==> src/rtl/serial_sub.sv <==
// +----------------------------------------------------------------------------+
// | serial_sub : bit-serial N-bit subtractor, D = A - B, one bit per clock,    |
// |              LSB first, start/done handshake. Optional SERIAL_SUB_FLAGS_EN |
// |              adds registered zero/ovf flags.                               |
// | Revision   : 1.0                                                           |
// +----------------------------------------------------------------------------+
`default_nettype none

module serial_sub #(
  parameter int N = 8
) (
  input  logic         clock,
  input  logic         reset,
  input  logic         start,
  input  logic [N-1:0] a,
  input  logic [N-1:0] b,
  output logic [N-1:0] d,
  output logic         bout,
  output logic         busy,
  output logic         done
`ifdef SERIAL_SUB_FLAGS_EN
  ,
  output logic         zero,
  output logic         ovf
`endif
);

  localparam int CW = (N > 1) ? $clog2(N) : 1;
  localparam logic [CW-1:0] C_LAST = CW'(N - 1);

  typedef enum logic [1:0] {
    S_IDLE = 2'd0,
    S_RUN  = 2'd1,
    S_DONE = 2'd2
  } state_t;

  state_t         state_q, state_d;
  logic [N-1:0]   ra_q, ra_d;
  logic [N-1:0]   rb_q, rb_d;
  logic [N-1:0]   res_q, res_d;
  logic           br_q, br_d;
  logic [CW-1:0]  cnt_q, cnt_d;
  logic [N-1:0]   d_q, d_d;
  logic           bout_q, bout_d;
  logic           busy_q, busy_d;
  logic           done_q, done_d;

  logic           w_x, w_y, w_s, w_br_next;
  logic [N-1:0]   w_res_shift;

`ifdef SERIAL_SUB_FLAGS_EN
  // Operand sign bits are shifted out of ra/rb during RUN, so keep them apart.
  logic           a_msb_q, a_msb_d;
  logic           b_msb_q, b_msb_d;
  logic           zero_q, zero_d;
  logic           ovf_q, ovf_d;
`endif

  // Full-subtractor slice.
  assign w_x         = ra_q[0];
  assign w_y         = rb_q[0];
  assign w_s         = w_x ^ w_y ^ br_q;
  assign w_br_next   = (~w_x & w_y) | (~(w_x ^ w_y) & br_q);
  assign w_res_shift = {w_s, res_q[N-1:1]};

  always_comb begin
    state_d = state_q;
    ra_d    = ra_q;
    rb_d    = rb_q;
    res_d   = res_q;
    br_d    = br_q;
    cnt_d   = cnt_q;
    d_d     = d_q;
    bout_d  = bout_q;
    busy_d  = busy_q;
    done_d  = done_q;
`ifdef SERIAL_SUB_FLAGS_EN
    a_msb_d = a_msb_q;
    b_msb_d = b_msb_q;
    zero_d  = zero_q;
    ovf_d   = ovf_q;
`endif

    case (state_q)
      S_IDLE, S_DONE: begin
        done_d  = 1'b0;
        busy_d  = 1'b0;
        state_d = S_IDLE;
        if (start) begin
          ra_d    = a;
          rb_d    = b;
          br_d    = 1'b0;
          cnt_d   = '0;
          busy_d  = 1'b1;
          state_d = S_RUN;
`ifdef SERIAL_SUB_FLAGS_EN
          a_msb_d = a[N-1];
          b_msb_d = b[N-1];
`endif
        end
      end

      S_RUN: begin
        ra_d  = ra_q >> 1;
        rb_d  = rb_q >> 1;
        res_d = w_res_shift;
        br_d  = w_br_next;
        cnt_d = cnt_q + CW'(1);
        if (cnt_q == C_LAST) begin
          d_d     = w_res_shift;
          bout_d  = w_br_next;
          busy_d  = 1'b0;
          done_d  = 1'b1;
          state_d = S_DONE;
`ifdef SERIAL_SUB_FLAGS_EN
          zero_d  = (w_res_shift == '0);
          ovf_d   = (a_msb_q != b_msb_q) & (w_res_shift[N-1] != a_msb_q);
`endif
        end
      end

      default: begin
        busy_d  = 1'b0;
        done_d  = 1'b0;
        state_d = S_IDLE;
      end
    endcase
  end

  always_ff @(posedge clock) begin
    if (reset) begin
      state_q <= S_IDLE;
      ra_q    <= '0;
      rb_q    <= '0;
      res_q   <= '0;
      br_q    <= 1'b0;
      cnt_q   <= '0;
      d_q     <= '0;
      bout_q  <= 1'b0;
      busy_q  <= 1'b0;
      done_q  <= 1'b0;
`ifdef SERIAL_SUB_FLAGS_EN
      a_msb_q <= 1'b0;
      b_msb_q <= 1'b0;
      zero_q  <= 1'b0;
      ovf_q   <= 1'b0;
`endif
    end else begin
      state_q <= state_d;
      ra_q    <= ra_d;
      rb_q    <= rb_d;
      res_q   <= res_d;
      br_q    <= br_d;
      cnt_q   <= cnt_d;
      d_q     <= d_d;
      bout_q  <= bout_d;
      busy_q  <= busy_d;
      done_q  <= done_d;
`ifdef SERIAL_SUB_FLAGS_EN
      a_msb_q <= a_msb_d;
      b_msb_q <= b_msb_d;
      zero_q  <= zero_d;
      ovf_q   <= ovf_d;
`endif
    end
  end

  assign d    = d_q;
  assign bout = bout_q;
  assign busy = busy_q;
  assign done = done_q;
`ifdef SERIAL_SUB_FLAGS_EN
  assign zero = zero_q;
  assign ovf  = ovf_q;
`endif

endmodule

`default_nettype wire

==> config.mk <==
export PLATFORM = sky130hd
export DESIGN_NAME = serial_sub
export DESIGN_NICKNAME = d
export VERILOG_FILES = /design/src/rtl/serial_sub.sv
export SDC_FILE = /design/constraint.sdc
export NUM_CORES = 1
export LEC_CHECK = 0
export ABC_CLOCK_PERIOD_IN_PS = 3700
export BUFFER_PORTS_ARGS = -buffer_cell sky130_fd_sc_hd__buf_4
export CAP_MARGIN = 10
export CORE_ASPECT_RATIO = 0.5
export CORE_MARGIN = 2
export CORE_UTILIZATION = 50
export CTS_BUF_LIST = sky130_fd_sc_hd__clkbuf_16
export CTS_CLUSTER_DIAMETER = 200
export CTS_CLUSTER_SIZE = 10
export DETAILED_ROUTE_END_ITERATION = 10
export PLACE_DENSITY = 0.84
export SYNTH_ARGS = -nofsm -noshare
export SYNTH_HDL_FRONTEND = slang
export SYNTH_SLANG_ARGS = --single-unit
==> constraint.sdc <==
create_clock -name clock -period 3.7 [get_ports clock]
set_input_delay 0.37 -clock clock [delete_from_list [all_inputs] [get_ports clock]]
set_output_delay 0.37 -clock clock [all_outputs]
set_load 0.01 [all_outputs]
[Yosys cells after proc, flatten, opt, wreduce, memory -nomap -nowiden]
Cells that the tools add are included.
Word-level totals
  bits in registers: 41
  output and inout bits: 11
Cells by class
  add/subtract/negate cells: 1
  equality and inequality tests: 5
  muxes and demuxes: 14
  bitwise gates (word level): 8
  reductions and logical operators: 6
Operators by type and width (count)
  $pmux 8 s2: 2
  $mux 8: 2
  $pmux 3 s2: 1
  $mux 1: 4
  $ne 2x2->1 const B: 2
  $pmux 1 s2: 2
  $pmux 2 s2: 1
  $reduce_and 2->1: 2
  $reduce_or 2->1: 2
  $add 3x1->3 const B: 1
  $eq 3x3->1 const B: 1
  $mux 3: 1
  $not 1->1: 3
  $and 1x1->1: 2
  $eq 2x1->1 const B: 1
  $eq 2x2->1 const B: 1
  $logic_not 2->1: 1
  $mux 2: 1
  $reduce_bool 2->1: 1
  $xor 1x1->1: 2
  $or 1x1->1: 1

[Logic depth before layout (Yosys ltp)]
  word-level depth: 5
  depth in mapped cells: 5
  mapped depth without buffers: 5

[Least setup slack after synthesis]
OpenSTA, ideal clock, no wires.
  path type: reg2reg
  start point: reg cnt_q[0]
  end point: reg d_q[0], in the netlist d[0]
  data arrival time: 1.175 ns
  setup slack: 2.455 ns
  stages on the path, launching flop included: 6
  period minus slack after synthesis: 1.245 ns
  path through: dfxtp_1 -> ha_1 -> ha_1 -> buf_1 -> nand3_1 -> a21oi_1
Between the ends
  cells in the longest elaborated chain, start to end: 2
RTL lines
  start: declaration: line 42  | logic [CW-1:0] cnt_q, cnt_d;
  start signal: assignment: line 154  | cnt_q <= cnt_d;
  $eq 3x3->1: line 109  | if (cnt_q == C_LAST) begin
  $reduce_and 2->1 (no line)
  end signal: assignment: line 138  | d_q <= '0;
  end signal: assignment: line 155  | d_q <= d_d;
  end: declaration: line 43  | logic [N-1:0] d_q, d_d;
No other way between the ends.
A chain may end at the register's enable or synchronous reset.

[Final worst setup path]
  start point: reg state_q[0]
  end point: reg bout_q, in the netlist bout
Between the ends
  cells in the longest elaborated chain, start to end: 2
RTL lines
  start: declaration: line 37  | state_t state_q, state_d;
  start signal: assignment: line 149  | state_q <= state_d;
  $eq 2x1->1: line 84  | case (state_q)
  $reduce_and 2->1 (no line)
  end signal: assignment: line 156  | bout_q <= bout_d;
  end: declaration: line 44  | logic bout_q, bout_d;
No other way between the ends.

==> impl_table.tex <==
\begin{tabular}{lr}
\hline
Metric & Value \\
\hline
\multicolumn{2}{l}{\textbf{Status}} \\
Run status & finished clean \\
\multicolumn{2}{l}{\textbf{Power and ir drop}} \\
Switch share & 0.229 \\
Relative contribution of combinational cells to total power & 0.102 \\
Power density of the placed cells & between 500 and 600 nW/um\^{}2 \\
NetSw & approximately 220 uW \\
Peak supply drop & between 200 and 300 uV \\
Pleak & 0.700 nW \\
Clock power share & 0.413 \\
Design internal power & 739 uW \\
Overall power & around 960 uW \\
Seq pwr share & 0.485 \\
\multicolumn{2}{l}{\textbf{CTS}} \\
Clock tree from TritonCTS & built \\
Clock insertion delay at the later pin of the skew report & between 0.2 and 0.3 ns \\
Clock root buffer & clkbuf\_16 \\
Clock tree sinks & 40 \\
Quantity of hold-fixing buffers added after cts & 0 \\
Post-cts resize count & 0 \\
Maximum buffer depth of the clock tree & 2 \\
Number of levels the H-tree was split into & 2 \\
Clock slew at the register clock pins of the worst setup and hold paths & $\sim$0.050 ns \\
Number of buffers created by CTS & 5 \\
Postcts setup bufs & 0 \\
\multicolumn{2}{l}{\textbf{Layout}} \\
Layout overhead on the synthesized area & 19.8\% \\
Most common cell after layout, fill and taps aside & dfxtp\_1 \\
Most frequent cells in the layout & 40 x dfxtp\_1, 29 x buf\_4, 27 x nor3\_1 \\
Total inserted antenna cells & 0 \\
Number of nets in the final layout & between 200 and 250 \\
Share of final-layout standard cells stronger than drive strength 1 & 0.190 \\
\multicolumn{2}{l}{\textbf{Global route}} \\
Wire length of the first global-routing pass & just over 5000 um \\
Antenna violations before repair & 0 \\
Via count of the first global-routing pass & $\sim$1200 \\
Remaining Overflow, GRT & 0 \\
Pin count of the biggest net entering global routing & roughly 40 \\
Combined global-route utilization of all metal layers & 0.178 \\
\multicolumn{2}{l}{\textbf{Synth}} \\
Cell types with the largest area share after synthesis & dfxtp\_1 51\%, nor3\_1 8.7\%, a21oi\_1 7.4\% \\
Post-synth top area share & 0.513 \\
Nets in the synthesized netlist & 200 \\
Total number of yosys warnings & 0 \\
Mean post-synth cell area & 8.77 sq um \\
Number of register bits inferred by synthesis & 40 \\
Cell accounting for the most synthesized area & dfxtp\_1 \\
Number of instances in the synthesized netlist & approximately 180 \\
Count of unique library cells instantiated by Yosys & 23 \\
Sequential area share after synthesis & 0.513 \\
Area of the mapped netlist & 1560 sq um \\
\multicolumn{2}{l}{\textbf{Setup path}} \\
Setup slack on the worst flop-to-flop path & 1.91 ns \\
Critical path data arrival time & roughly 2.0 ns \\
Reg-to-reg critical path startpoint & state\_q[0] \\
Type of element launching the critical path & flip-flop \\
Critical Path Fanout Max & 35 \\
Worst reg-to-reg path cell count & 3 \\
Crit path kind & reg -> reg \\
Capturing element type of the critical path & flip-flop \\
Crit path required time & about 3.9 ns \\
Endpoint of the lowest-slack register-to-register path & bout \\
\multicolumn{2}{l}{\textbf{Min path}} \\
Worst Hold End & ra\_q[7] \\
Source of the worst hold timing path & a[7] \\
Hold Crit Class & in -> reg \\
Hold Path Stages & 3 \\
\multicolumn{2}{l}{\textbf{STA}} \\
Actual slew at the worst max-slew pin & approximately 1.1 ns \\
Final worst-path cycle share & 0.484 \\
Number of hold violations in the final report & 0 \\
Maximum frequency from static timing analysis & 558 MHz \\
Final sum of negative setup slack & 0 ns \\
Final setup fails & 0 \\
Number of slew-limit violations in the final report & 0 \\
Setup skew after layout & 0.00240 ns \\
Unrepaired setup endpoints after global routing & false \\
Min Tclk post-route & between 1.5 and 2 ns \\
Worst slew margin relative to its limit & 0.234 \\
\multicolumn{2}{l}{\textbf{Routing}} \\
Routed len/inst & around 12 um \\
Detailed-route via count & around 1300 \\
DRC violation count after routing & 0 \\
Final ANT Viol Nets & 0 \\
Sum of routed wire length over all layers & between 2000 and 3000 um \\
DR iter-0 viols & 49 \\
Via count normalized by instance count & around 5.4 \\
First-pass DRT Iterations & 4 \\
\multicolumn{2}{l}{\textbf{Placed design}} \\
Input/output buffers & 29 \\
Placer Congestion & around 0.69 \\
Post-DP HPWL & roughly 1800 um \\
\multicolumn{2}{l}{\textbf{Floorplanning}} \\
Core Box Area & about 3000 sq um \\
Row count & 14 \\
Ports placed on the boundary & 30 \\
Horizontal die dimension & 83 um \\
Die boundary height & approximately 44 um \\
Floorplan die area & $\sim$3600 sq um \\
Initial core utilization & 0.521 \\
\multicolumn{2}{l}{\textbf{Job}} \\
Max capacitance violation total & 0 \\
\hline
\end{tabular}
worst max path at each step:
stage | startpoint | endpoint | slack [ns]
after floorplan | cnt_q[0] | d[0] | 2.45
after CTS | state_q[0] | bout | 1.89
after global routing | state_q[0] | bout | 1.71
final | state_q[0] | bout | 1.91
after global placement | state_q[0] | bout | 1.97
after detailed placement | state_q[0] | bout | 1.89
power groups by stage:
stage                     combinational [mW]  clock [mW]  sequential [mW]
after CTS                             0.0981       0.406            0.465
after global routing                   0.109       0.425            0.467
after floorplan                       0.0790           0            0.472
final                                 0.0978       0.396            0.465
after global placement                0.0949           0            0.473
after detailed placement              0.0971           0            0.474
per-layer routing:
layer | track usage | vias to the layer above | wire, um
met2 | 0.316 | 34 | 1420
met3 | 0.0590 | 5 | 185
met1 | 0.206 | 588 | 1330
met5 | 0 | - | 0
met4 | 0.0689 | 0 | 41
li1 | - | 674 | -
stage by stage:
step	hold slack [ns]	instance area [sq um]	utilization	instances	setup WS, ns
final	0.344	1870	0.624	240	1.91
after global routing	0.363	1870	0.624	240	1.71
after CTS	0.344	1870	0.624	240	1.89
after detailed placement	0.449	1730	0.578	232	1.89
after global placement	0.445	1730	0.578	232	1.97
after floorplan	0.437	1560	-	178	2.45
synthesized netlist by cell type:
cell      number
fa_1           1
nor3b_1        1
nand3b_1       2
nand2_1       26
buf_1          1
a21oi_1       23
and2b_1        2
o22ai_1       14
inv_1          2
o21a_1         1
buf_4          4
nand2b_2       1
clkbuf_1       4
ha_1           2
nand2b_1       3
buf_2          3
dfxtp_1       40
a311oi_1       1
a311oi_2       1
nand3_1       14
nor2_1         2
buf_6          3
nor3_1        27
flip-flops by register name, indices dropped and copies added (netlist names):
name and count:
bout 1, br_q 1, busy 1, cnt_q 3, d 8, done 1, ra_q 8, rb_q 8
res_q 7, state_q 2
kinds of logic after synthesis:
kind of cell,synth area share
AND/OR/NAND/NOR,0.241
AO/OA/AOI/OAI,0.150
flip-flops,0.513
adder cells (fa/ha/maj),0.0289
buffers and inverters,0.0674
critical path, stage by stage (launching register included):
cell and delay, ns:
dfxtp_1 0.37, and2b_1 0.87, a21oi_1 0.19, a311oi_2 0.27
area by class of cell:
class                      instances  area, sq um
inverter                           2         7.51
clock inverter                     3         13.8
timing repair buffer              29          218
sequential                        40          801
tap                               40         50.0
multi-input combinational        121          654
clock buffer                       5          125
fill                             263         1130
Power figures use the tool's default switching activity.
